**src/rtl/uio_bank_pkg.sv**
```systemverilog
// Shared command/mode encodings for the user-IO bank controller.
package uio_bank_pkg;

    localparam int OP_W   = 2;
    localparam int MODE_W = 2;

    typedef enum logic [OP_W-1:0] {
        WR_OUT  = 2'd0,
        WR_OE   = 2'd1,
        WR_DIV  = 2'd2,
        WR_MODE = 2'd3
    } cmd_op_e;

    typedef enum logic [MODE_W-1:0] {
        STATIC = 2'd0,
        TOGGLE = 2'd1,
        WALK   = 2'd2,
        SAMPLE = 2'd3
    } mode_e;

endpackage

```
**src/rtl/uio_prescaler.sv**
```systemverilog
// Down-counting prescaler: one tick every div+1 enabled cycles, reloadable on demand.
module uio_prescaler #(
    parameter int DIV_W = 8
) (
    input  logic             clk,
    input  logic             rst_n,
    input  logic             en,
    input  logic             reload,
    input  logic [DIV_W-1:0] div,
    output logic             tick
);

    logic [DIV_W-1:0] count;

    assign tick = en & (count == '0);

    always_ff @(posedge clk or negedge rst_n) begin
        if (!rst_n) begin
            count <= '0;
        end else if (en) begin
            // A reload restarts the period even when it lands on a tick cycle.
            if (reload || count == '0) begin
                count <= div;
            end else begin
                count <= count - {{(DIV_W-1){1'b0}}, 1'b1};
            end
        end
    end

endmodule

```
**src/rtl/uio_bank_ctrl.sv**
```systemverilog
// Register-driven controller for a bidirectional user-IO bank with
// static, toggle, walking-one and input-sampling modes.
module uio_bank_ctrl
    import uio_bank_pkg::*;
#(
    parameter int WIDTH = 8,
    parameter int DIV_W = 8
) (
    input  logic             clk,
    input  logic             rst_n,
    input  logic             ena,
    input  logic             cmd_valid,
    output logic             cmd_ready,
    input  logic [1:0]       cmd_op,
    input  logic [WIDTH-1:0] cmd_data,
    input  logic [WIDTH-1:0] pin_in,
    output logic [WIDTH-1:0] pin_out,
    output logic [WIDTH-1:0] pin_oe,
    output logic [WIDTH-1:0] rd_data,
    output logic             rd_valid
);

    function automatic logic [WIDTH-1:0] walk_next(input logic [WIDTH-1:0] v);
        if (v == '0) begin
            return {{(WIDTH-1){1'b0}}, 1'b1};
        end
        return {v[WIDTH-2:0], v[WIDTH-1]};
    endfunction

    cmd_op_e          op;
    mode_e            mode_q;
    logic             pending;
    logic             accept;
    logic             reload;
    logic             tick;
    logic [DIV_W-1:0] data_div;
    logic [DIV_W-1:0] div_q;
    logic [DIV_W-1:0] div_nxt;
    logic [WIDTH-1:0] sync_p0;
    logic [WIDTH-1:0] sync_p1;
    logic [WIDTH-1:0] out_q;
    logic [WIDTH-1:0] oe_q;
    logic [WIDTH-1:0] rd_q;
    logic             rd_vld_q;

    generate
        if (DIV_W > WIDTH) begin : g_div_ext
            assign data_div = {{(DIV_W-WIDTH){1'b0}}, cmd_data};
        end else begin : g_div_trunc
            assign data_div = cmd_data[DIV_W-1:0];
        end
    endgenerate

    assign op        = cmd_op_e'(cmd_op);
    assign cmd_ready = rst_n & ena & ~pending;
    assign accept    = cmd_valid & cmd_ready;
    assign reload    = accept & (op == WR_DIV || op == WR_MODE);
    // The prescaler must reload with the value being written, not the old div.
    assign div_nxt   = (accept && op == WR_DIV) ? data_div : div_q;

    uio_prescaler #(
        .DIV_W (DIV_W)
    ) u_prescaler (
        .clk    (clk),
        .rst_n  (rst_n),
        .en     (ena),
        .reload (reload),
        .div    (div_nxt),
        .tick   (tick)
    );

    // Stage p0/p1: two-flop synchroniser for the asynchronous pad input
    always_ff @(posedge clk or negedge rst_n) begin
        if (!rst_n) begin
            sync_p0 <= '0;
            sync_p1 <= '0;
        end else if (ena) begin
            sync_p0 <= pin_in;
            sync_p1 <= sync_p0;
        end
    end

    always_ff @(posedge clk or negedge rst_n) begin
        if (!rst_n) begin
            pending <= 1'b0;
            div_q   <= '0;
            mode_q  <= STATIC;
            oe_q    <= '0;
        end else if (ena) begin
            pending <= accept;
            if (accept && op == WR_DIV) begin
                div_q <= data_div;
            end
            if (accept && op == WR_MODE) begin
                mode_q <= mode_e'(cmd_data[MODE_W-1:0]);
            end
            if (accept && op == WR_OE) begin
                oe_q <= cmd_data;
            end
        end
    end

    // An accepted WR_OUT overrides whatever the mode would do on this tick.
    always_ff @(posedge clk or negedge rst_n) begin
        if (!rst_n) begin
            out_q <= '0;
        end else if (accept && op == WR_OUT) begin
            out_q <= cmd_data;
        end else if (tick && mode_q == TOGGLE) begin
            out_q <= ~out_q;
        end else if (tick && mode_q == WALK) begin
            out_q <= walk_next(out_q);
        end
    end

    always_ff @(posedge clk or negedge rst_n) begin
        if (!rst_n) begin
            rd_q     <= '0;
            rd_vld_q <= 1'b0;
        end else begin
            rd_vld_q <= tick & (mode_q == SAMPLE);
            if (tick && mode_q == SAMPLE) begin
                rd_q <= sync_p1;
            end
        end
    end

    assign pin_out  = out_q;
    assign pin_oe   = oe_q;
    assign rd_data  = rd_q;
    assign rd_valid = rd_vld_q & ena;

endmodule

```
**config.mk**
```make
export PLATFORM = sky130hd
export DESIGN_NAME = uio_bank_ctrl
export DESIGN_NICKNAME = d
export VERILOG_FILES = /design/src/rtl/uio_bank_pkg.sv /design/src/rtl/uio_prescaler.sv /design/src/rtl/uio_bank_ctrl.sv
export SDC_FILE = /design/constraint.sdc
export NUM_CORES = 1
export LEC_CHECK = 0
export BUFFER_PORTS_ARGS = -buffer_cell sky130_fd_sc_hd__buf_2
export CORE_AREA = 2 2 97 62
export CTS_CLUSTER_SIZE = 25
export DETAILED_ROUTE_END_ITERATION = 10
export DIE_AREA = 0 0 99 64
export PLACE_DENSITY_LB_ADDON = 0.05
export SYNTH_ARGS = -nofsm -noshare
export SYNTH_HDL_FRONTEND = slang
export SYNTH_HIERARCHICAL = 1
export SYNTH_SLANG_ARGS = --single-unit
```
**constraint.sdc**
```tcl
create_clock -name clk -period 2.2 [get_ports clk]
set_input_delay 0.33 -clock clk [delete_from_list [all_inputs] [get_ports clk]]
set_output_delay 0.33 -clock clk [all_outputs]
set_load 0.005 [all_outputs]
```
== After elaboration in Yosys (flattened, before gate mapping) ==
Index checks and enable logic that the tools add are counted.
Storage, ports and cells
  register bits: 60
  bits in latches: 0
  RAM bits: 0
  ROM bits: 0
  input port bits: 22
  output and inout bits: 26
  logic and storage cells: 52
  memories: 0
Operators by class
  $add $sub $neg: 1
  multipliers: 0
  div/mod/pow operators: 0
  magnitude comparators: 0
  equal/unequal tests: 6
  shifts and indexed selects: 0
  multiplexer cells: 11
  bitwise logic cells: 9
  reductions and logical operators: 15
Operators with widths (count)
  two-way mux 8 bit: 7
  logical NOT 8 bit: 2
  == test 2 bit, second input constant: 4
  inverter 8 bit: 1
  subtractor 8 x 1 -> 8 bit, second input constant: 1
  bitwise AND 1 bit: 7
  logical AND 1 bit: 7
  == test 2 x 1 -> 1 bit, second input constant: 2
  two-way mux 1 bit: 4
  AND reduction 2 bit: 2
  nonzero test 3 bit: 1
  logical NOT 2 bit: 1
  logical OR 1 bit: 2
  inverter 1 bit: 1

== Longest topological paths before layout ==
  word-level depth: 10
  gate-level depth with buffers: 9
  depth with buffers taken out: 7

== Hierarchy ==
The synthesis kept the hierarchy.
By module, submodules not included
  uio_bank_ctrl: times used 1, cells an instance 177, area an instance 2366.0 µm², seq. area each 1301.2 µm²
  uio_prescaler: times used 1, cells an instance 61, area an instance 569.3 µm², seq. area each 200.2 µm²

== Worst setup path before layout ==
Ideal clock, no wire load.
  kind: reg2reg
  start: register u_prescaler.count[3]
  end: register out_q[0], in the netlist pin_out[0]
  setup time: 0.134 ns
  arrival time: 1.818 ns
  data required time: 2.066 ns
  path slack: 0.249 ns
  stages on the path, launching flop included: 9
  path buffers: 2
  clock period less this slack: 1.951 ns
  cells stage by stage: dfrtp_1 nor4_4 and4_1 buf_2 nor2b_1 clkbuf_1 nand3b_1 a31oi_1 o31ai_1
Between the ends
  word-level cells in the longest chain between the ends: 5
  elaborated cells on any way between the ends: 7
  those cells by class: mux: 2; bitwise: 1; reduce/logical: 4
Ends and longest elaborated chain
  start: declaration: line uio_prescaler.sv:13  | logic [DIV_W-1:0] count;
  start signal: assignment: line uio_prescaler.sv:23  | count <= div;
  start signal: assignment: line uio_prescaler.sv:25  | count <= count - {{(DIV_W-1){1'b0}}, 1'b1};
  logical NOT 8 bit (*): line uio_prescaler.sv:15  | assign tick = en & (count == '0);
  bitwise AND 1 bit (*): line uio_prescaler.sv:15
  net tick: line uio_bank_ctrl.sv:35  | logic tick;
  logical AND 1 bit: line uio_bank_ctrl.sv:109  | end else if (tick && mode_q == TOGGLE) begin
  two-way mux 8 bit: line uio_bank_ctrl.sv:109
  two-way mux 8 bit: line uio_bank_ctrl.sv:107  | end else if (accept && op == WR_OUT) begin
  end signal: assignment: line uio_bank_ctrl.sv:108  | out_q <= cmd_data;
  end signal: assignment: line uio_bank_ctrl.sv:110  | out_q <= ~out_q;
  end signal: assignment: line uio_bank_ctrl.sv:112  | out_q <= walk_next(out_q);
  end: declaration: line uio_bank_ctrl.sv:41  | logic [WIDTH-1:0] out_q;
The timed path passes the listed nets; every way through them passes the cells marked *.
A chain may end at the register's enable or synchronous reset.

== Worst setup path after layout ==
  start: register u_prescaler.count[3]
  end: register out_q[6], in the netlist pin_out[6]
The elaborated chain is that of the path after synthesis.

==> flow_metrics.tcl <==
set metrics [dict create \
    status "completed" \
    root_buffer "clkbuf_8" \
    critPathRequiredTime_ns 2.45 \
    grt_pass1_vias 1951 \
    synth_seq_cells 60 \
    syn_area_um2 2940 \
    numClockSinks 60 \
    grt_start_max_net_pins 61 \
    cts_buffers 9 \
    post_cts_resized 0 \
    ir_drop_uv 516 \
    vias 2019 \
    slowest_stage "dfrtp_1" \
    synth_async_sr_flop_share 1.00 \
    hold_violations 0 \
    antenna_found_initial 0 \
    synth-edff-count 0 \
    dieHeight_um 64 \
    fmax_mhz 509 \
    crit_family "simple AND/OR/NAND/NOR gates" \
    h-tree-depth 3 \
    setup_viol 0 \
    path_class "reg -> reg" \
    nNetsFinal 318 \
    synth_area_leaders "dfrtp_1 51%, mux2_2 19%, mux2i_1 2.0%" \
    wire_per_inst_um 16.3 \
    drt_iter0_drc 60 \
    p_per_area_nw_per_um2 958 \
    worst_skew_pair.late_latency_ns 0.33 \
    yosysSeqAreaShare 0.512 \
    hold_buffers 0 \
    hold_ws_ns 0.228 \
    worst-path-buf-inv 0 \
    fp.dieW_um 99 \
    slowest_delay_ns 0.46 \
    core_area_um2 5390 \
    drt-total-wl_um 6020 \
    die_area_um2 6340 \
    ant_nets 0 \
    vias_per_cell 5.49 \
    slew_headroom 0.509 \
    cts_tree "yes" \
    dp_hpwl_um 4310 \
    antennaDiodeCount 0 \
    worst_slew_pin_slew_ns 0.737 \
    syn_to_final_growth_pct 17.0 \
    fin_tns_setup_ns 0 \
    critical_path.max_fanout 9 \
    grt-ovfl-total 0 \
    drive_above_1_share 0.455 \
    post_cts_buffers 0 \
    drv_slew 0 \
    crit_path_end_kind "register" \
    drcViolationCount 0 \
    synthDistinctLibCells 48 \
    place_congestion 0.849 \
    syn_avg_cell_area_um2 12.3 \
    synth_commonest_cells "60 x dfrtp_1, 50 x mux2_2, 12 x nand2_1, 12 x o21ai_0, 8 x nand3_1" \
    post-route-min-period_ns 1.97 \
    cp.arrival_ns 2.21 \
    drt_pass1_iterations 4 \
    drv_cap 0 \
    track_usage 0.204 \
    rsz0062_at_grt "no" \
    synthCells 238 \
    clk_pin_slew_worst_paths_ns 0.07 \
    yosys.cell_count.top_type "dfrtp_1" \
    fin_skew_ns 0.00932 \
    crit_path_cell_trace "nor4_4 -> and4_1 -> nand3b_1 -> mux2i_1 -> a21oi_1 -> o21ai_0" \
    synth_top_area_frac 0.512 \
    num_rows 21 \
    grt_pass1_wl_um 9860 \
    portBuffers 47 \
    synth_ff_type "dfrtp_1" \
    p_leak_nw 1.60 \
    yosys_warnings 6 \
    cts_buffer_depth 2 \
    hold_class "in -> reg" \
    yosysTopAreaCell "dfrtp_1" \
    syn_nets 262 \
    initial_core_util 0.545 \
    start_kind "register" \
    nFillCells 447 \
    ios 48 \
    period_share 0.894 \
]
-- stage by stage --
step | std cells | total power [mW] | setup slack (ns) | instance area [µm²] | utilization
detailed placement | 352 | 2.46 | 0.271 | 3260 | 0.606
finish | 368 | 3.29 | 0.234 | 3430 | 0.637
global placement | 352 | 2.44 | 0.287 | 3260 | 0.606
global route | 368 | 3.49 | 0.0121 | 3430 | 0.637
floorplan | 238 | 2.15 | 0.249 | 2940 | -
CTS | 368 | 3.32 | 0.251 | 3430 | 0.637
-- layer usage --
layer  global-route usage  vias to the layer above  wire (µm)
met3               0.0656                        8        311
met5                    0                        -          0
met1                0.312                      972       3200
li1                     -                      988          -
met2                0.274                       51       2440
met4               0.0616                        0         60
-- state kept, by name (all words and copies together), names as in the netlist --
signal and cells:
pin_out 8, mode_q 2, rd_data 8, div_q 8
pin_oe 8, sync_p1 8, u_prescaler/count 8, pending 1
sync_p0 8, rd_vld_q 1
-- area by class of cell --
class / count / area [µm²] / share of cell area
Sequential cell: 60 / 1500 / 0.437
Clock buffer: 11 / 141 / 0.0412
Inverter: 8 / 30.0 / 0.00875
Clock inverter: 5 / 27.5 / 0.00802
Timing Repair Buffer: 57 / 310 / 0.0904
Multi-Input combinational cell: 158 / 1340 / 0.389
Tap cell: 69 / 86.3 / 0.0251
-- worst paths after layout --
check | cells past startpoint | endpoint | slack (ns) | startpoint
setup / recovery | 6 | pin_out[6]$_DFFE_PN0P_ | 0.23 | u_prescaler/count[3]$_DFFE_PN0P_
hold / removal | 2 | sync_p0[5]$_DFFE_PN0P_ | 0.23 | pin_in[5]
setup reg to reg | 6 | pin_out[6]$_DFFE_PN0P_ | 0.23 | u_prescaler/count[3]$_DFFE_PN0P_
hold reg to reg | 1 | sync_p1[0]$_DFFE_PN0P_ | 0.50 | sync_p0[0]$_DFFE_PN0P_
max in group asynchronous | 2 | pin_oe[0]$_DFFE_PN0P_ | 1.46 | rst_n
min in group asynchronous | 2 | sync_p0[5]$_DFFE_PN0P_ | 0.26 | rst_n
-- logic make-up after synthesis --
kind of cell | after synthesis | share of synthesized area
flip-flops | 60 | 0.512
multiplexers | 56 | 0.212
AO/OA/AOI/OAI | 51 | 0.124
AND/OR/NAND/NOR | 49 | 0.110
buffers and inverters | 20 | 0.0332
adder cells (fa/ha/maj) | 2 | 0.00852
-- power breakdown --
group	switching (mW)	internal [mW]	total (mW)
sequential	0.282	1.35	1.63
clock	0.408	0.431	0.839
combinational	0.356	0.460	0.816
total	1.05	2.24	3.29
-- layout by cell type, fill, tap and decap left out, types with 2 or more instances in the layout --
cell type | Yosys | routed
o21ai_0 | 12 | 12
ha_1 | 2 | 2
nand2_1 | 12 | 12
clkinv_2 | 0 | 4
a22o_1 | 5 | 5
clkbuf_8 | 0 | 10
nor2_1 | 7 | 7
buf_4 | 0 | 10
o21a_1 | 2 | 2
dfrtp_1 | 60 | 60
a21boi_2 | 2 | 2
a2bb2oi_1 | 2 | 2
nand3b_1 | 5 | 5
buf_2 | 6 | 47
mux2_2 | 50 | 50
nor2b_1 | 3 | 3
nor3_2 | 2 | 2
o211ai_1 | 2 | 2
a22oi_1 | 2 | 2
nand3_1 | 8 | 8
mux2i_1 | 6 | 6
a21oi_1 | 7 | 7
o21ai_1 | 4 | 4
inv_1 | 7 | 7
a31oi_1 | 2 | 2
Note: power is estimated with default switching activity, not from simulation.
